<file path="src/rtl/if_id_queue.sv">
// IF/ID decoupling queue: circular FIFO between fetch and decode with flush, stall and bubble output.
// Optional macro IF_ID_QUEUE_STATS_EN adds saturating stall/flush cycle counters.
module if_id_queue #(
  parameter int unsigned        INSTR_W   = 32,
  parameter int unsigned        PC_W      = 32,
  parameter int unsigned        DEPTH     = 4,
  parameter logic [INSTR_W-1:0] NOP_INSTR = '0
) (
  input  logic                     clk,
  input  logic                     rst,
  input  logic                     flush,
  input  logic                     stall,
  input  logic                     push_valid,
  output logic                     push_ready,
  input  logic [INSTR_W-1:0]       instr_in,
  input  logic [PC_W-1:0]          pc_in,
  output logic                     out_valid,
  output logic [INSTR_W-1:0]       instr_out,
  output logic [PC_W-1:0]          pc_out,
  output logic [$clog2(DEPTH):0]   count
`ifdef IF_ID_QUEUE_STATS_EN
  ,
  output logic [15:0]              stall_cnt,
  output logic [15:0]              flush_cnt
`endif
);

  localparam int unsigned PTR_W = $clog2(DEPTH);
  localparam int unsigned CNT_W = PTR_W + 1;

  logic [INSTR_W-1:0] instr_mem [DEPTH];
  logic [PC_W-1:0]    pc_mem    [DEPTH];
  logic [PTR_W-1:0]   wr_ptr;
  logic [PTR_W-1:0]   rd_ptr;
  logic [PC_W-1:0]    last_pc;
  logic               do_push;
  logic               do_pop;

  // Head is read straight from storage; an empty queue presents a bubble.
  assign push_ready = (count != CNT_W'(DEPTH));
  assign out_valid  = (count != '0);
  assign instr_out  = out_valid ? instr_mem[rd_ptr] : NOP_INSTR;
  assign pc_out     = out_valid ? pc_mem[rd_ptr] : last_pc;
  assign do_push    = push_valid && push_ready && !flush;
  assign do_pop     = out_valid && !stall && !flush;

  // Storage is not reset; only written on an accepted push.
  always_ff @(posedge clk) begin
    if (do_push) begin
      instr_mem[wr_ptr] <= instr_in;
      pc_mem[wr_ptr]    <= pc_in;
    end
  end

  always_ff @(posedge clk or posedge rst) begin
    if (rst) begin
      wr_ptr  <= '0;
      rd_ptr  <= '0;
      count   <= '0;
      last_pc <= '0;
    end else begin
      // last_pc tracks whichever head leaves the queue, by pop or by flush.
      if (flush ? out_valid : do_pop) last_pc <= pc_mem[rd_ptr];
      if (flush) begin
        wr_ptr <= '0;
        rd_ptr <= '0;
        count  <= '0;
      end else begin
        if (do_push) wr_ptr <= wr_ptr + PTR_W'(1);
        if (do_pop)  rd_ptr <= rd_ptr + PTR_W'(1);
        if (do_push && !do_pop)      count <= count + CNT_W'(1);
        else if (do_pop && !do_push) count <= count - CNT_W'(1);
      end
    end
  end

`ifdef IF_ID_QUEUE_STATS_EN
  always_ff @(posedge clk or posedge rst) begin
    if (rst) begin
      stall_cnt <= '0;
      flush_cnt <= '0;
    end else begin
      if (stall && out_valid && stall_cnt != 16'hFFFF) stall_cnt <= stall_cnt + 16'd1;
      if (flush && flush_cnt != 16'hFFFF)              flush_cnt <= flush_cnt + 16'd1;
    end
  end
`endif

endmodule

</file>
<file path="config.mk">
export PLATFORM = sky130hd
export DESIGN_NAME = if_id_queue
export DESIGN_NICKNAME = d
export VERILOG_FILES = /design/src/rtl/if_id_queue.sv
export SDC_FILE = /design/constraint.sdc
export NUM_CORES = 1
export LEC_CHECK = 0
export BUFFER_PORTS_ARGS = -buffer_cell sky130_fd_sc_hd__buf_2
export CORE_ASPECT_RATIO = 1.1
export CORE_UTILIZATION = 25
export CTS_BUF_LIST = sky130_fd_sc_hd__clkbuf_4 sky130_fd_sc_hd__clkbuf_8 sky130_fd_sc_hd__clkbuf_16
export CTS_CLUSTER_DIAMETER = 100
export DETAILED_ROUTE_END_ITERATION = 8
export GPL_TIMING_DRIVEN = 0
export PLACE_DENSITY = 0.46
export SYNTH_ARGS = -nofsm -noshare
export SYNTH_HDL_FRONTEND = slang
export SYNTH_SLANG_ARGS = --single-unit
</file>
<file path="constraint.sdc">
create_clock -name clk -period 4.55 [get_ports clk]
set_input_delay 0.6825 -clock clk [delete_from_list [all_inputs] [get_ports clk]]
set_output_delay 0.6825 -clock clk [all_outputs]
set_load 0.01 [all_outputs]
</file>
After elaboration in Yosys (flattened, before gate mapping)
Memory sizes are Yosys's and may differ from the RTL's.
Cells that the tools add are included.
- flip-flop bits (word level): 39
- latch bits: 0
- RAM bits: 256
- ROM bits: 0
- bits of input ports: 69
- output and inout bits: 69
- word-level logic and storage cells: 37
- memories kept: 2
- memories (name ; depth ; bits a word ; rd ports ; clocked after Yosys merged registers in ; write ports ; line ; source):
    instr_mem ; 4 ; 32 ; 1 ; 0 ; 1 ; 31 ; logic [INSTR_W-1:0] instr_mem [DEPTH];
    pc_mem ; 4 ; 32 ; 1 ; 0 ; 1 ; 32 ; logic [PC_W-1:0] pc_mem [DEPTH];
- $add $sub $neg: 4
- $mul: 0
- divide/modulo/power cells: 0
- magnitude comparators: 0
- eq/ne operators: 1
- shifts and indexed selects: 0
- mux-type cells: 12
- bitwise gates (word level): 0
- reductions and logical operators: 14
- operator list (cell ; number):
    two-way mux 32 bit ; 2
    two-way mux 3 bit ; 3
    two-way mux 2 bit ; 4
    logical AND 1 bit ; 6
    nonzero test 3 bit ; 2
    adder 2 x 1 -> 2 bit, second input constant ; 2
    logical NOT 1 bit ; 4
    nonzero test 2 bit ; 2
    adder 3 x 1 -> 3 bit, second input constant ; 1
    two-way mux 1 bit ; 3
    != test 3 bit, second input constant ; 1
    subtractor 3 x 1 -> 3 bit, second input constant ; 1

Depth between registers and ports, before layout
- depth in word-level cells: 8
- depth in mapped cells: 9
- mapped depth without buffers: 8

Least setup slack after synthesis
OpenSTA, ideal clock, no wires.
- path kind: input port to flip-flop
- from: input port push_valid
- to: memory instr_mem[0][0], enable pin
- setup time: 429 ps
- arrival: 2620 ps
- required time: 4121 ps
- setup slack: 1501 ps
- stages on the path: 4
- path buffers: 1
- cell sequence: buf_2 nand2_2 nor2_1 and2_1
- cells in the longest elaborated chain, start to end: 4
- ends and longest elaborated chain (element ; line ; source):
    start: declaration ; 13 ; input logic push_valid,
    logical AND 1 bit (2 in a row) ; 44 ; assign do_push = push_valid && push_ready && !flush;
    two-way mux 1 bit ; 49 ; if (do_push) begin
    two-way mux 1 bit (not written as such) ; 50 ; instr_mem[wr_ptr] <= instr_in;
    end: declaration ; 31 ;
Every way passes these cells.

Final worst setup path
- from: register rd_ptr[1]
- to: output port instr_out[24]
- cells in the longest elaborated chain, start to end: 2
- ends and longest elaborated chain (element ; line ; source):
    start: declaration ; 34 ; logic [PTR_W-1:0] rd_ptr;
    start signal: assignment ; 70 ; if (do_pop) rd_ptr <= rd_ptr + PTR_W'(1);
    memory read (4 x 32 bit) ; - ;
    two-way mux 32 bit ; 42 ; assign instr_out = out_valid ? instr_mem[rd_ptr] : NOP_INSTR;
    end: declaration ; 18 ; output logic [INSTR_W-1:0] instr_out,
Every way passes these cells.

==> flow_metrics.tcl <==
set metrics [dict create \
    outcome "finished, violations left" \
    violations "DRC" \
    post_cts_resized 0 \
    fp.dieW_um 207.0 \
    synth_cells 538 \
    p_leak_nw 4.919 \
    fin_crit_sh_pct 70.95 \
    drc_errors 16 \
    p_total_mw 9.027 \
    fp.dieH_um 227.5 \
    fin_skew_ps 14.07 \
    postRouteWirelength_um 25830 \
    worstSkewPairLatency_ps 530 \
    maxClockFrequency_mhz 309.8 \
    cts_tree "yes" \
    fp-row-count 82 \
    synth_warnings 0 \
    synthFlopType "edfxtp_1" \
    viasPerCell 4.195 \
    port-buffer-count 134 \
    worstPathRequired_ps 3870 \
    criticalPathCategory "reg2out" \
    crit_path_max_fanout 10 \
    synth_enable_flop_cells 256 \
    vdd.ir_drop.worst_mv 0.3294 \
    initial_core_util_pct 25.38 \
    final_common_cell "edfxtp_1" \
    slew_headroom_pct 41.94 \
    detail_route.iter0.violations 196 \
    crit_arrival_ps 2550 \
    ys_seq_area_share_pct 74.94 \
    drive_above_1_share_pct 47.83 \
    die_area_sq_um 47100 \
    hold_path_class "in2async" \
    maxCapViolations 0 \
    rsz0062_at_grt "no" \
    gp_congestion 0.6696 \
    drv_slew 0 \
    clk_pin_slew_worst_paths_ps 60 \
    grt_max_degree 46 \
    grtUsageTotal_pct 11.15 \
    syn2layout_area_growth_pct 23.34 \
    setup_tns_ps 0 \
    setup_violations 0 \
    vias 5567 \
    startpoint_type "flip-flop" \
    async_reset_ff_share_pct 13.22 \
    cts_buffers 35 \
    fin_nets 788 \
    hold_buffers 0 \
    htree_num_levels 2 \
    antenna_found_initial 4 \
    synth_nets 612 \
    clk_path_buf_depth 3 \
    grt_pass1_vias 6015 \
    ys_seq_elements 295 \
    top_level_ports 138 \
    post_cts_buffers 0 \
    core_sq_um 45550 \
    yosysUniqueCellTypes 28 \
    tightest_slew_ps 870.9 \
    grt_pass1_wl_um 38260 \
    syn_avg_cell_area_sq_um 21.49 \
    first_pass_iters 6 \
    min_period_ps 3228 \
    final_cell_mix "edfxtp_1 (256), buf_2 (146), mux4_2 (64), mux2_2 (64), dfrtp_1 (39)" \
    cts_root_buf "clkbuf_16" \
    wl_per_cell_um 19.47 \
    hold_violations 0 \
    r2r_setup_slack_ps 2080 \
    synth_area_sq_um 11560 \
    cellPowerDensity_nw_per_um2 633.2 \
    cts.sinks 295 \
    endpoint_kind "output port" \
    overflow 0 \
    place_hpwl_um 15950 \
    postRouteAntennaNets 0 \
]
==> path summary, 6_finish.rpt <==
kind                                         start                      end  cells past startpoint
max in group asynchronous                      rst   last_pc[3]$_DFFE_PP0P_                      3
hold reg to reg            last_pc[28]$_DFFE_PP0P_  last_pc[28]$_DFFE_PP0P_                      1
setup reg to reg              count[0]$_DFFE_PP0P_     count[1]$_DFFE_PP0P_                      7
min in group clk                          pc_in[0]   pc_mem[2][0]$_DFFE_PP_                      1
setup / recovery             rd_ptr[1]$_DFFE_PP0P_            instr_out[24]                      5
hold / removal                                 rst  last_pc[25]$_DFFE_PP0P_                      2
==> stage by stage <==
stage	hold slack (ps)	cell area [sq um]	setup WS (ps)	util [%]	instances
global route	164.5	14250	1140	31.29	1326
finish	161.0	14260	1322	31.30	1327
CTS	134.6	14250	1206	31.29	1326
floorplan	476.6	11560	1501	-	538
global placement	485.6	12970	-331.6	28.46	1260
detailed placement	491.8	13110	1791	28.77	1265
==> Yosys cell counts, types with 5 or more instances <==
cell | n | share of area [%]
inv_1 | 8 | 0.26
a21oi_1 | 5 | 0.22
mux4_2 | 64 | 12
buf_2 | 12 | 0.52
nor2_1 | 9 | 0.29
dfrtp_1 | 39 | 8.4
mux2_2 | 64 | 6.2
xnor2_1 | 7 | 0.53
and2_1 | 36 | 1.9
buf_4 | 6 | 0.39
edfxtp_1 | 256 | 67
==> report_power, final <==
| group | total (mW) | internal (mW) | leakage, nW | switching [mW] |
|---|---|---|---|---|
| combinational | 2.86 | 1.42 | 1.55 | 1.44 |
| sequential | 3.38 | 3.27 | 2.79 | 0.110 |
| clock | 2.78 | 1.70 | 0.575 | 1.08 |
==> logic make-up after synthesis <==
kind of cell               count (synthesis)  synth area share, %
xor gates and xnor gates                   7               0.5304
muxes                                    128                18.70
AOI/OAI and AO/OA                         10               0.5520
adders and majority gates                  5               0.6062
buffers and inverters                     36                1.753
and+or+nand+nor                           57                2.912
DFF                                      295                74.94
==> worst max-delay path, stage by stage (launching register included) <==
cell     delay, ps
dfrtp_1        330
buf_2          320
buf_1          650
mux4_2         420
and2_1         160
buf_2          130
==> state kept, by name (all words and copies together), names as in the netlist <==
signal / count
count: 3
instr_mem: 128
last_pc: 32
pc_mem: 128
rd_ptr: 2
wr_ptr: 2
==> routing by layer <==
layer | up-vias | track usage [%] | part of all wire, %
li1 | 2513 | - | -
met1 | 2877 | 13.19 | 41
met2 | 123 | 18.90 | 49
met3 | 46 | 4.014 | 7.3
met4 | 8 | 3.635 | 2.3
met5 | - | 0 | 0.17
==> area by class of cell <==
class / instances / area [sq um]
antenna: 1 / 2.502
clock buffer: 43 / 983.4
clock inverter: 18 / 165.2
multi-input combinational: 207 / 2704
buffer: 28 / 172.7
inverter: 8 / 30.03
sequential: 295 / 8663
timing repair buffer: 139 / 800.8
fill: 4528 / 31300
tap: 588 / 735.7
(Power assumes the default switching activity.)
